**config.mk**
```make
export PLATFORM = sky130hd
export DESIGN_NAME = alarm_arm_controller
export DESIGN_NICKNAME = d
export VERILOG_FILES = /design/src/rtl/alarm_arm_controller_pkg.sv /design/src/rtl/alarm_arm_controller_tick_prescaler.sv /design/src/rtl/alarm_arm_controller.sv
export SDC_FILE = /design/constraint.sdc
export NUM_CORES = 1
export LEC_CHECK = 0
export ABC_AREA = 1
export CORE_ASPECT_RATIO = 1.75
export CORE_MARGIN = 4
export CORE_UTILIZATION = 58
export CTS_CLUSTER_DIAMETER = 40
export CTS_CLUSTER_SIZE = 30
export DETAILED_ROUTE_END_ITERATION = 10
export GPL_ROUTABILITY_DRIVEN = 0
export GPL_TIMING_DRIVEN = 0
export PLACE_DENSITY = 0.92
export REMOVE_ABC_BUFFERS = 1
export SLEW_MARGIN = 10
export SYNTH_ARGS = -nofsm -noshare
export SYNTH_HDL_FRONTEND = slang
export SYNTH_HIERARCHICAL = 1
export SYNTH_SLANG_ARGS = --single-unit
export TNS_END_PERCENT = 30
```
**constraint.sdc**
```tcl
create_clock -name clk -period 3.4 [get_ports clk]
set_clock_uncertainty 0.2 [all_clocks]
set_input_delay 0.85 -clock clk [delete_from_list [all_inputs] [get_ports clk]]
set_output_delay 0.85 -clock clk [all_outputs]
set_load 0.01 [all_outputs]
```
**src/rtl/alarm_arm_controller_pkg.sv**
```systemverilog
// Shared encodings for the alarm arming sequencer: FSM states and tripped-zone codes.
package alarm_arm_controller_pkg;

    typedef enum logic [2:0] {
        ST_DISARMED = 3'd0,
        ST_EXIT     = 3'd1,
        ST_ARMED    = 3'd2,
        ST_ENTRY    = 3'd3,
        ST_ALARM    = 3'd4,
        ST_SILENCED = 3'd5
    } alarm_state_e;

    localparam logic [2:0] TRIP_NONE       = 3'd0;
    localparam logic [2:0] TRIP_ENTRY_DOOR = 3'd1;
    localparam logic [2:0] TRIP_PANIC      = 3'd7;

endpackage

```
**src/rtl/alarm_arm_controller_tick_prescaler.sv**
```systemverilog
// Divides clk down to a one-cycle tick every TICK_DIV cycles; clr restarts the period.
module alarm_arm_controller_tick_prescaler #(
    parameter int unsigned TICK_DIV = 100_000_000
) (
    input  logic clk,
    input  logic reset,
    input  logic clr,
    output logic tick
);

    localparam int unsigned   CW   = (TICK_DIV > 1) ? $clog2(TICK_DIV) : 1;
    localparam logic [CW-1:0] LAST = CW'(TICK_DIV - 1);

    logic [CW-1:0] cnt;

    always_ff @(posedge clk or negedge reset) begin
        if (!reset) begin
            cnt <= '0;
        end else if (clr || cnt == LAST) begin
            cnt <= '0;
        end else begin
            cnt <= cnt + 1'b1;
        end
    end

    assign tick = (cnt == LAST);

endmodule

```
**src/rtl/alarm_arm_controller.sv**
```systemverilog
// Home alarm arming sequencer: exit/entry delays, armed watch, siren timing and zone reporting.
module alarm_arm_controller
    import alarm_arm_controller_pkg::*;
#(
    parameter int unsigned NZONES      = 5,
    parameter int unsigned TICK_DIV    = 100_000_000,
    parameter int unsigned EXIT_TICKS  = 30,
    parameter int unsigned ENTRY_TICKS = 15,
    parameter int unsigned SIREN_TICKS = 120
) (
    input  logic              clk,
    input  logic              reset,
    input  logic [NZONES-1:0] opening,
    input  logic              arm_req,
    input  logic              disarm_req,
    input  logic              panic,
    output logic [2:0]        state,
    output logic              siren,
    output logic [7:0]        countdown,
    output logic [2:0]        tripped_zone,
    output logic [NZONES-1:0] zone_latch,
    output logic              arm_fault
);

    if (NZONES < 2 || NZONES > 6) begin : g_bad_nzones
        $error("alarm_arm_controller: NZONES must be 2..6");
    end
    if (TICK_DIV == 0) begin : g_bad_tick_div
        $error("alarm_arm_controller: TICK_DIV must be nonzero");
    end
    if (EXIT_TICKS == 0 || EXIT_TICKS > 255) begin : g_bad_exit
        $error("alarm_arm_controller: EXIT_TICKS must be 1..255");
    end
    if (ENTRY_TICKS == 0 || ENTRY_TICKS > 255) begin : g_bad_entry
        $error("alarm_arm_controller: ENTRY_TICKS must be 1..255");
    end
    if (SIREN_TICKS == 0 || SIREN_TICKS > 255) begin : g_bad_siren
        $error("alarm_arm_controller: SIREN_TICKS must be 1..255");
    end

    // Lowest open instant zone as a 1-based code, TRIP_NONE if none are open.
    function automatic logic [2:0] first_instant(input logic [NZONES-1:0] z);
        logic [2:0] r;
        r = TRIP_NONE;
        for (int i = NZONES - 1; i >= 1; i--) begin
            if (z[i]) r = 3'(i + 1);
        end
        return r;
    endfunction

    alarm_state_e      state_q, state_d;
    logic [7:0]        countdown_d;
    logic [2:0]        trip_d;
    logic [2:0]        instant_code;
    logic              fault_d;
    logic              reload;
    logic              clr_latch;
    logic              tick;
    logic              prescaler_clr;
    logic              watching;

    alarm_arm_controller_tick_prescaler #(
        .TICK_DIV(TICK_DIV)
    ) u_tick_prescaler (
        .clk  (clk),
        .reset(reset),
        .clr  (prescaler_clr),
        .tick (tick)
    );

    assign instant_code  = first_instant(opening);
    assign prescaler_clr = reload || (state_d != state_q);
    assign watching      = (state_q == ST_ARMED) || (state_q == ST_ENTRY) ||
                           (state_q == ST_ALARM) || (state_q == ST_SILENCED);

    always_comb begin
        state_d     = state_q;
        countdown_d = countdown;
        trip_d      = tripped_zone;
        fault_d     = 1'b0;
        reload      = 1'b0;
        clr_latch   = 1'b0;
        if (panic) begin
            state_d     = ST_ALARM;
            countdown_d = 8'(SIREN_TICKS);
            trip_d      = TRIP_PANIC;
            reload      = 1'b1;
        end else if (disarm_req) begin
            // A disarm also swallows any arm_req arriving in the same cycle.
            if (state_q != ST_DISARMED) begin
                state_d     = ST_DISARMED;
                countdown_d = 8'd0;
            end
        end else begin
            unique case (state_q)
                ST_DISARMED: begin
                    if (arm_req) begin
                        if (opening == '0) begin
                            state_d     = ST_EXIT;
                            countdown_d = 8'(EXIT_TICKS);
                            trip_d      = TRIP_NONE;
                            clr_latch   = 1'b1;
                        end else begin
                            fault_d = 1'b1;
                        end
                    end
                end
                ST_EXIT: begin
                    if (tick) begin
                        if (countdown == 8'd1) begin
                            state_d     = ST_ARMED;
                            countdown_d = 8'd0;
                        end else begin
                            countdown_d = countdown - 8'd1;
                        end
                    end
                end
                ST_ARMED: begin
                    if (instant_code != TRIP_NONE) begin
                        state_d     = ST_ALARM;
                        countdown_d = 8'(SIREN_TICKS);
                        trip_d      = instant_code;
                    end else if (opening[0]) begin
                        state_d     = ST_ENTRY;
                        countdown_d = 8'(ENTRY_TICKS);
                        trip_d      = TRIP_ENTRY_DOOR;
                    end
                end
                ST_ENTRY: begin
                    // First trip wins: the entry door code is kept when an instant zone follows.
                    if (instant_code != TRIP_NONE || (tick && countdown == 8'd1)) begin
                        state_d     = ST_ALARM;
                        countdown_d = 8'(SIREN_TICKS);
                    end else if (tick) begin
                        countdown_d = countdown - 8'd1;
                    end
                end
                ST_ALARM: begin
                    if (tick) begin
                        if (countdown == 8'd1) begin
                            state_d     = ST_SILENCED;
                            countdown_d = 8'd0;
                        end else begin
                            countdown_d = countdown - 8'd1;
                        end
                    end
                end
                ST_SILENCED: begin
                end
                default: begin
                    state_d     = ST_DISARMED;
                    countdown_d = 8'd0;
                end
            endcase
        end
    end

    always_ff @(posedge clk or negedge reset) begin
        if (!reset) begin
            state_q      <= ST_DISARMED;
            countdown    <= 8'd0;
            tripped_zone <= TRIP_NONE;
            zone_latch   <= '0;
            siren        <= 1'b0;
            arm_fault    <= 1'b0;
        end else begin
            state_q      <= state_d;
            countdown    <= countdown_d;
            tripped_zone <= trip_d;
            siren        <= (state_d == ST_ALARM);
            arm_fault    <= fault_d;
            if (clr_latch) begin
                zone_latch <= '0;
            end else if (watching) begin
                zone_latch <= zone_latch | opening;
            end
        end
    end

    assign state = state_q;

endmodule
```
# --- After elaboration in Yosys (flattened, before gate mapping) ---
# Index checks and enable logic that the tools add are counted.
totals:
  ramBits: 0
  mem_bits_ro: 0
  wordCells: 96
  memories: 0
  output_inout_bits: 21
  latchBits: 0
  regBits: 48
classes:
  n_bitwise: 1
  n_reduce_logical: 16
  n_eq_ne: 20
  div_mod_pow: 0
  add_sub_neg: 2
  shift: 0
  order_cmp: 0
  n_mux: 50
  multipliers: 0
op_table:
  columns: ["operator", "n"]
  rows:
  - ["8-bit two-way mux", 11]
  - ["3-bit two-way mux", 22]
  - ["8-bit one-hot mux with 5 select lines", 1]
  - ["27-bit by 1-bit adder with 27-bit output, second input constant", 1]
  - ["27-bit == test, second input constant", 1]
  - ["27-bit two-way mux", 1]
  - ["3-bit one-hot mux with 6 select lines", 1]
  - ["1-bit two-way mux", 11]
  - ["5-bit two-way mux", 2]
  - ["5-bit by 4-bit inequality test with 1-bit output, second input constant", 2]
  - ["3-bit == test, second input constant", 3]
  - ["3-bit inequality test, second input constant", 3]
  - ["3-bit nonzero test", 3]
  - ["8-bit by 1-bit == test with 1-bit output, second input constant", 1]
  - ["4-bit inequality test, second input constant", 2]
  - ["8-bit by 1-bit subtractor with 8-bit output, second input constant", 1]
  - ["7-bit AND reduction", 1]
  - ["3-bit by 2-bit == test with 1-bit output, second input constant", 2]
  - ["1-bit logical OR", 6]
  - ["3-bit one-hot mux with 2 select lines", 1]
  - ["5-bit zero test", 1]
  - ["5-bit OR", 1]
  - ["5-bit AND reduction", 1]
  - ["4-bit by 1-bit inequality test with 1-bit output, second input constant", 1]
  - ["9 further kinds", 9]

# --- Depth between registers and ports, before layout ---
logic_depth:
  ltp_word: 14
  ltp_mapped: 19

# --- By module ---
# Netlist, hierarchy kept.
modules_own_cells:
  columns: ["module", "area_each_um2", "n_inst", "seq_area_each_um2", "cells_each"]
  rows:
  - ["alarm_arm_controller_tick_prescaler", 1632.8, 1, 675.6, 240]
  - ["alarm_arm_controller", 1535.2, 1, 525.5, 221]

# --- Worst setup path after synthesis ---
# OpenSTA, ideal clock, no wires.
synth_path:
  path_kind: "register -> register"
  start: "register u_tick_prescaler.cnt[0]"
  end: "register u_tick_prescaler.cnt[15]"
  arrival_ns: 2.446
  synth_period_minus_slack_ns: 2.764
  path_stages_with_launch: 20
  setup_time_ns: 0.119
  t_required_ns: 3.081
  slack_ns: 0.636
  cell_sequence: "dfrtp_1 -> ha_1 -> nand3_2 -> inv_2 -> nand2_4 -> nor4_1 -> nand3_1 -> nand2_1 -> nand2_1 -> nand3_1 -> nand2_1 -> nand2_1 -> nand2_1 -> nand2_1 -> inv_1 -> nand2_1 -> inv_1 -> nand2_4 -> buf_6 -> nor2_1"
synth_between:
  elab_chain_cells: 11
  word_cells_on_any_way: 14
  cone_classes: "add/sub (1); eq/ne (2); mux (7); reduce/logical (4)"
synth_rtl:
  columns: ["element", "line", "text"]
  rows:
  - ["start: declaration", "alarm_arm_controller_tick_prescaler.sv:14", "logic [CW-1:0] cnt;"]
  - ["start signal: assignment", "alarm_arm_controller_tick_prescaler.sv:22", "cnt <= cnt + 1'b1;"]
  - ["27-bit == test *", "alarm_arm_controller_tick_prescaler.sv:26", "assign tick = (cnt == LAST);"]
  - ["named net tick", "alarm_arm_controller.sv:58", "logic tick;"]
  - ["1-bit logical AND", "alarm_arm_controller.sv:131", "if (instant_code != TRIP_NONE || (tick && countdown == 8'd1)) begin"]
  - ["1-bit logical OR", "alarm_arm_controller.sv:131", null]
  - ["3-bit two-way mux", "alarm_arm_controller.sv:131", null]
  - ["3-bit one-hot mux with 6 select lines *", "alarm_arm_controller.sv:95", "unique case (state_q)"]
  - ["3-bit two-way mux *", "alarm_arm_controller.sv:88", "end else if (disarm_req) begin"]
  - ["3-bit two-way mux *", "alarm_arm_controller.sv:83", "if (panic) begin"]
  - ["named net state_d[2]", "alarm_arm_controller.sv:51", "alarm_state_e state_q, state_d;"]
  - ["3-bit inequality test *", "alarm_arm_controller.sv:72", "assign prescaler_clr = reload || (state_d != state_q);"]
  - ["1-bit logical OR *", "alarm_arm_controller.sv:72", null]
  - ["named net prescaler_clr", "alarm_arm_controller.sv:59", "logic prescaler_clr;"]
  - ["1-bit logical OR *", "alarm_arm_controller_tick_prescaler.sv:19", "end else if (clr || cnt == LAST) begin"]
  - ["27-bit two-way mux *", "alarm_arm_controller_tick_prescaler.sv:19", null]
# Mark *: on every way through the listed nets, which the timed path passes. The rest lies on a longest branch.
# A chain may end at the register's enable or synchronous reset.

# --- Final worst setup path ---
layout_path:
  start: "register u_tick_prescaler.cnt[0]"
  end: "register u_tick_prescaler.cnt[22]"
# The elaborated chain is that of the path after synthesis.

==> impl_metrics.csv <==
group,metric,value,unit
sta,worst_hold_slack,235.6,ps
grt,grt_usage,0.2446,
sta,fin_crit,3096,ps
yosys,yosys_warnings,6,
drt,vias,3050,
drt,ant_nets,0,
clock_tree,cts_hold_repair.buffers,0,
pwr,ir_drop,0.2283,mV
grt,grt_start_max_net_pins,36,
worst_setup_path,required,3390,ps
place,place_ws,-52.05,ps
yosys,netlist_area,3168,µm²
layout,seqCellArea,1201,µm²
layout,area_delta_synth_final,15.40,%
layout,fillCellCount,418,
floorplanning,die_h,105.8,µm
layout,final_cell_area,3656,µm²
sta,rsz0062_at_grt,"no",
worst_setup_path,end_kind,"register",
clock_tree,clkTransAtPathRegs,90,ps
yosys,yosys.area.top_type,"dfrtp_1",
clock_tree,numCtsBuffers,5,
yosys,netlist_top_cells_area,"dfrtp_1, nand2_1, nor2_1",
layout,multiInputGateArea,1742,µm²
drt,drc_errors,0,
pwr,p_leak,1.640,nW
worst_setup_path,crit_path_frequent_cell,"nand2_1",
layout,diodes,0,
clock_tree,post_cts_buffers,0,
sta,drv_slew,0,
grt,grt_pass1_wl,13190,µm
clock_tree,cts.htree.levels,2,
sta,final.period_utilization,0.9107,
grt,grt_pass1_vias,3103,
floorplanning,start_util,0.5979,
grt,grt_overflow,0,
worst_setup_path,critPathKind,"reg2reg",
floorplanning,num_rows,35,
drt,drt-initial-drc-count,208,
sta,worst_slew_pin_slew,611.1,ps
clock_tree,clkSinkCount,48,
clock_tree,cts_tree,"yes",
sta,final-setup-viol-count,0,
yosys,seq_area_frac_synth,0.3791,
drt,routed_wl,7720,µm
pwr,power_density,329.4,nW/µm²
yosys,syn_avg_cell_area,6.872,µm²
sta,fmax,323.0,MHz
sta,finalHoldViolations,0,
worst_setup_path,crit_family,"simple AND/OR/NAND/NOR gates",
layout,final_common_cell,"nand2_1",
sta,max-slew-margin-rel,0.5895,
floorplanning,die-area,6755,µm²
floorplanning,core-area,5299,µm²
pwr,fin_total_pwr,1.204,mW
clock_tree,clk_latency,310,ps
place,dp_hpwl,6046,µm
clock_tree,clk_path_buf_depth,2,
yosys,synth_top_area_share,0.3791,
worst_setup_path,start_kind,"register",
place,placed_cell_area,3538,µm²
drt,drtPass1Iterations,4,
worst_setup_path,max_stage_delay,420,ps
yosys,ys_seq_elements,48,
worst_setup_path,worstPathCellList,"ha_1 -> nand3_2 -> inv_2 -> nand2_4 -> nor4_4 -> nand3_1 -> nand2_1 -> nand2_1 -> nand3_1 -> nand2_1 -> nand2_1 -> nand2_1 -> nand2_1 -> inv_1 -> nand2_1 -> inv_1 -> nand2_8 -> nor2_1",
flow_run,max_cap_viol_count,0,
hold_path,min_path_type,"in2async",
drt,vias_per_cell,5.351,
worst_setup_path,crit_fanout,27,
clock_tree,cts-root-buf,"clkbuf_8",
drt,wl_per_cell,13.54,µm
layout,final_cell_mix,"nand2_1, nor2_1, dfrtp_1, inv_1, nand3_1",
outcome,status,"finished clean",
grt,antenna_found_initial,0,
layout,fin_nets,508,
yosys,syn_inst,461,
worst_setup_path,critPathBufInv,3,
yosys,synth.distinct_cells,29,
sta,setup_slack,303.8,ps
worst_setup_path,worst_path_max_delay_cell,"dfrtp_1",
place,port-buffer-count,30,
layout,drive_above_1_share,0.09677,
floorplanning,pin_count,31,
worst_setup_path,crit_arrival,3090,ps
floorplanning,chipWidth,63.87,µm
area by class of cell:
class                           count  share of cell area
Multi-Input combinational cell    354              0.4764
Sequential cell                    48              0.3285
Timing Repair Buffer               31             0.08624
Inverter                           55             0.05784
Tap cell                           74             0.02533
Clock buffer                        7             0.02361
Clock inverter                      1            0.002053
metrics by stage:
stage          setup TNS, ps  cells  utilization
2_1_floorplan              0    457            -
5_1_grt                    0    570       0.6900
6_report                   0    570       0.6900
4_1_cts                    0    570       0.6867
3_3_place_gp          -222.3    561       0.6649
3_5_place_dp           -1087    562       0.6678
worst register-to-register path, stage by stage, from the launching register on:
cell and delay (ps):
dfrtp_1 420, ha_1 290, nand3_2 170, inv_2 120, nand2_4 90, nor4_4 420
nand3_1 200, nand2_1 180, nand2_1 80, nand3_1 90, nand2_1 80, nand2_1 110
nand2_1 70, nand2_1 50, inv_1 30, nand2_1 50, inv_1 80, nand2_8 180
nor2_1 80
cells by family (layout without fill, tap and decap cells):
logic type | count (synthesis) | after routing | synth area share
adders and majority gates | 3 | 3 | 0.01185
buffers and inverters | 59 | 94 | 0.07859
xor gates and xnor gates | 21 | 21 | 0.05806
AOI/OAI and AO/OA | 34 | 34 | 0.06753
DFF | 48 | 48 | 0.3791
and+or+nand+nor | 296 | 296 | 0.4048
path summary, 6_finish.rpt:
path,from,endpoint,cells past startpoint,slack (ps)
setup / recovery,u_tick_prescaler/cnt[0]$_DFF_PN0_,u_tick_prescaler/cnt[22]$_DFF_PN0_,18,300
hold / removal,reset,u_tick_prescaler/cnt[5]$_DFF_PN0_,1,240
setup reg to reg,u_tick_prescaler/cnt[0]$_DFF_PN0_,u_tick_prescaler/cnt[22]$_DFF_PN0_,18,300
hold reg to reg,tripped_zone[1]$_DFFE_PN0P_,tripped_zone[1]$_DFFE_PN0P_,2,300
max in group asynchronous,reset,u_tick_prescaler/cnt[12]$_DFF_PN0_,2,2280
min in group clk,tripped_zone[1]$_DFFE_PN0P_,tripped_zone[1]$_DFFE_PN0P_,2,300
repair_timing:
item,4_1_cts,5_1_grt
setup endpoints to repair,27,27
resized for setup,1,2
cloned,0,0
flip-flops by register name, indices dropped and copies added (netlist names):
register,count
arm_fault,1
countdown,8
siren,1
state,3
tripped_zone,3
u_tick_prescaler/cnt,27
zone_latch,5
power by group:
part	internal [mW]	leakage [nW]	switching, mW
Sequential	0.591	0.620	0.0220
Clock	0.166	0.0445	0.195
Combinational	0.0945	0.975	0.136
Total	0.851	1.64	0.353
routing by layer:
metal | track usage | share of wire | vias up
met3 | 0.03945 | 0.038 | 49
met2 | 0.4508 | 0.55 | 117
met4 | 0.1731 | 0.069 | 0
li1 | - | - | 1496
met5 | 0 | 0 | -
met1 | 0.2375 | 0.35 | 1388
Yosys cell counts, drive strengths merged:
cell type  number
a31oi           1
o21ai          17
xnor2           6
buf             3
clkbuf          1
a21boi          1
nor3            4
a21oi          11
ha              3
nand2         151
dfrtp          48
nand4           2
nand3          40
nor2           98
xor2           15
nor4            1
o211ai          1
o21bai          3
inv            55
(Power assumes the default switching activity.)
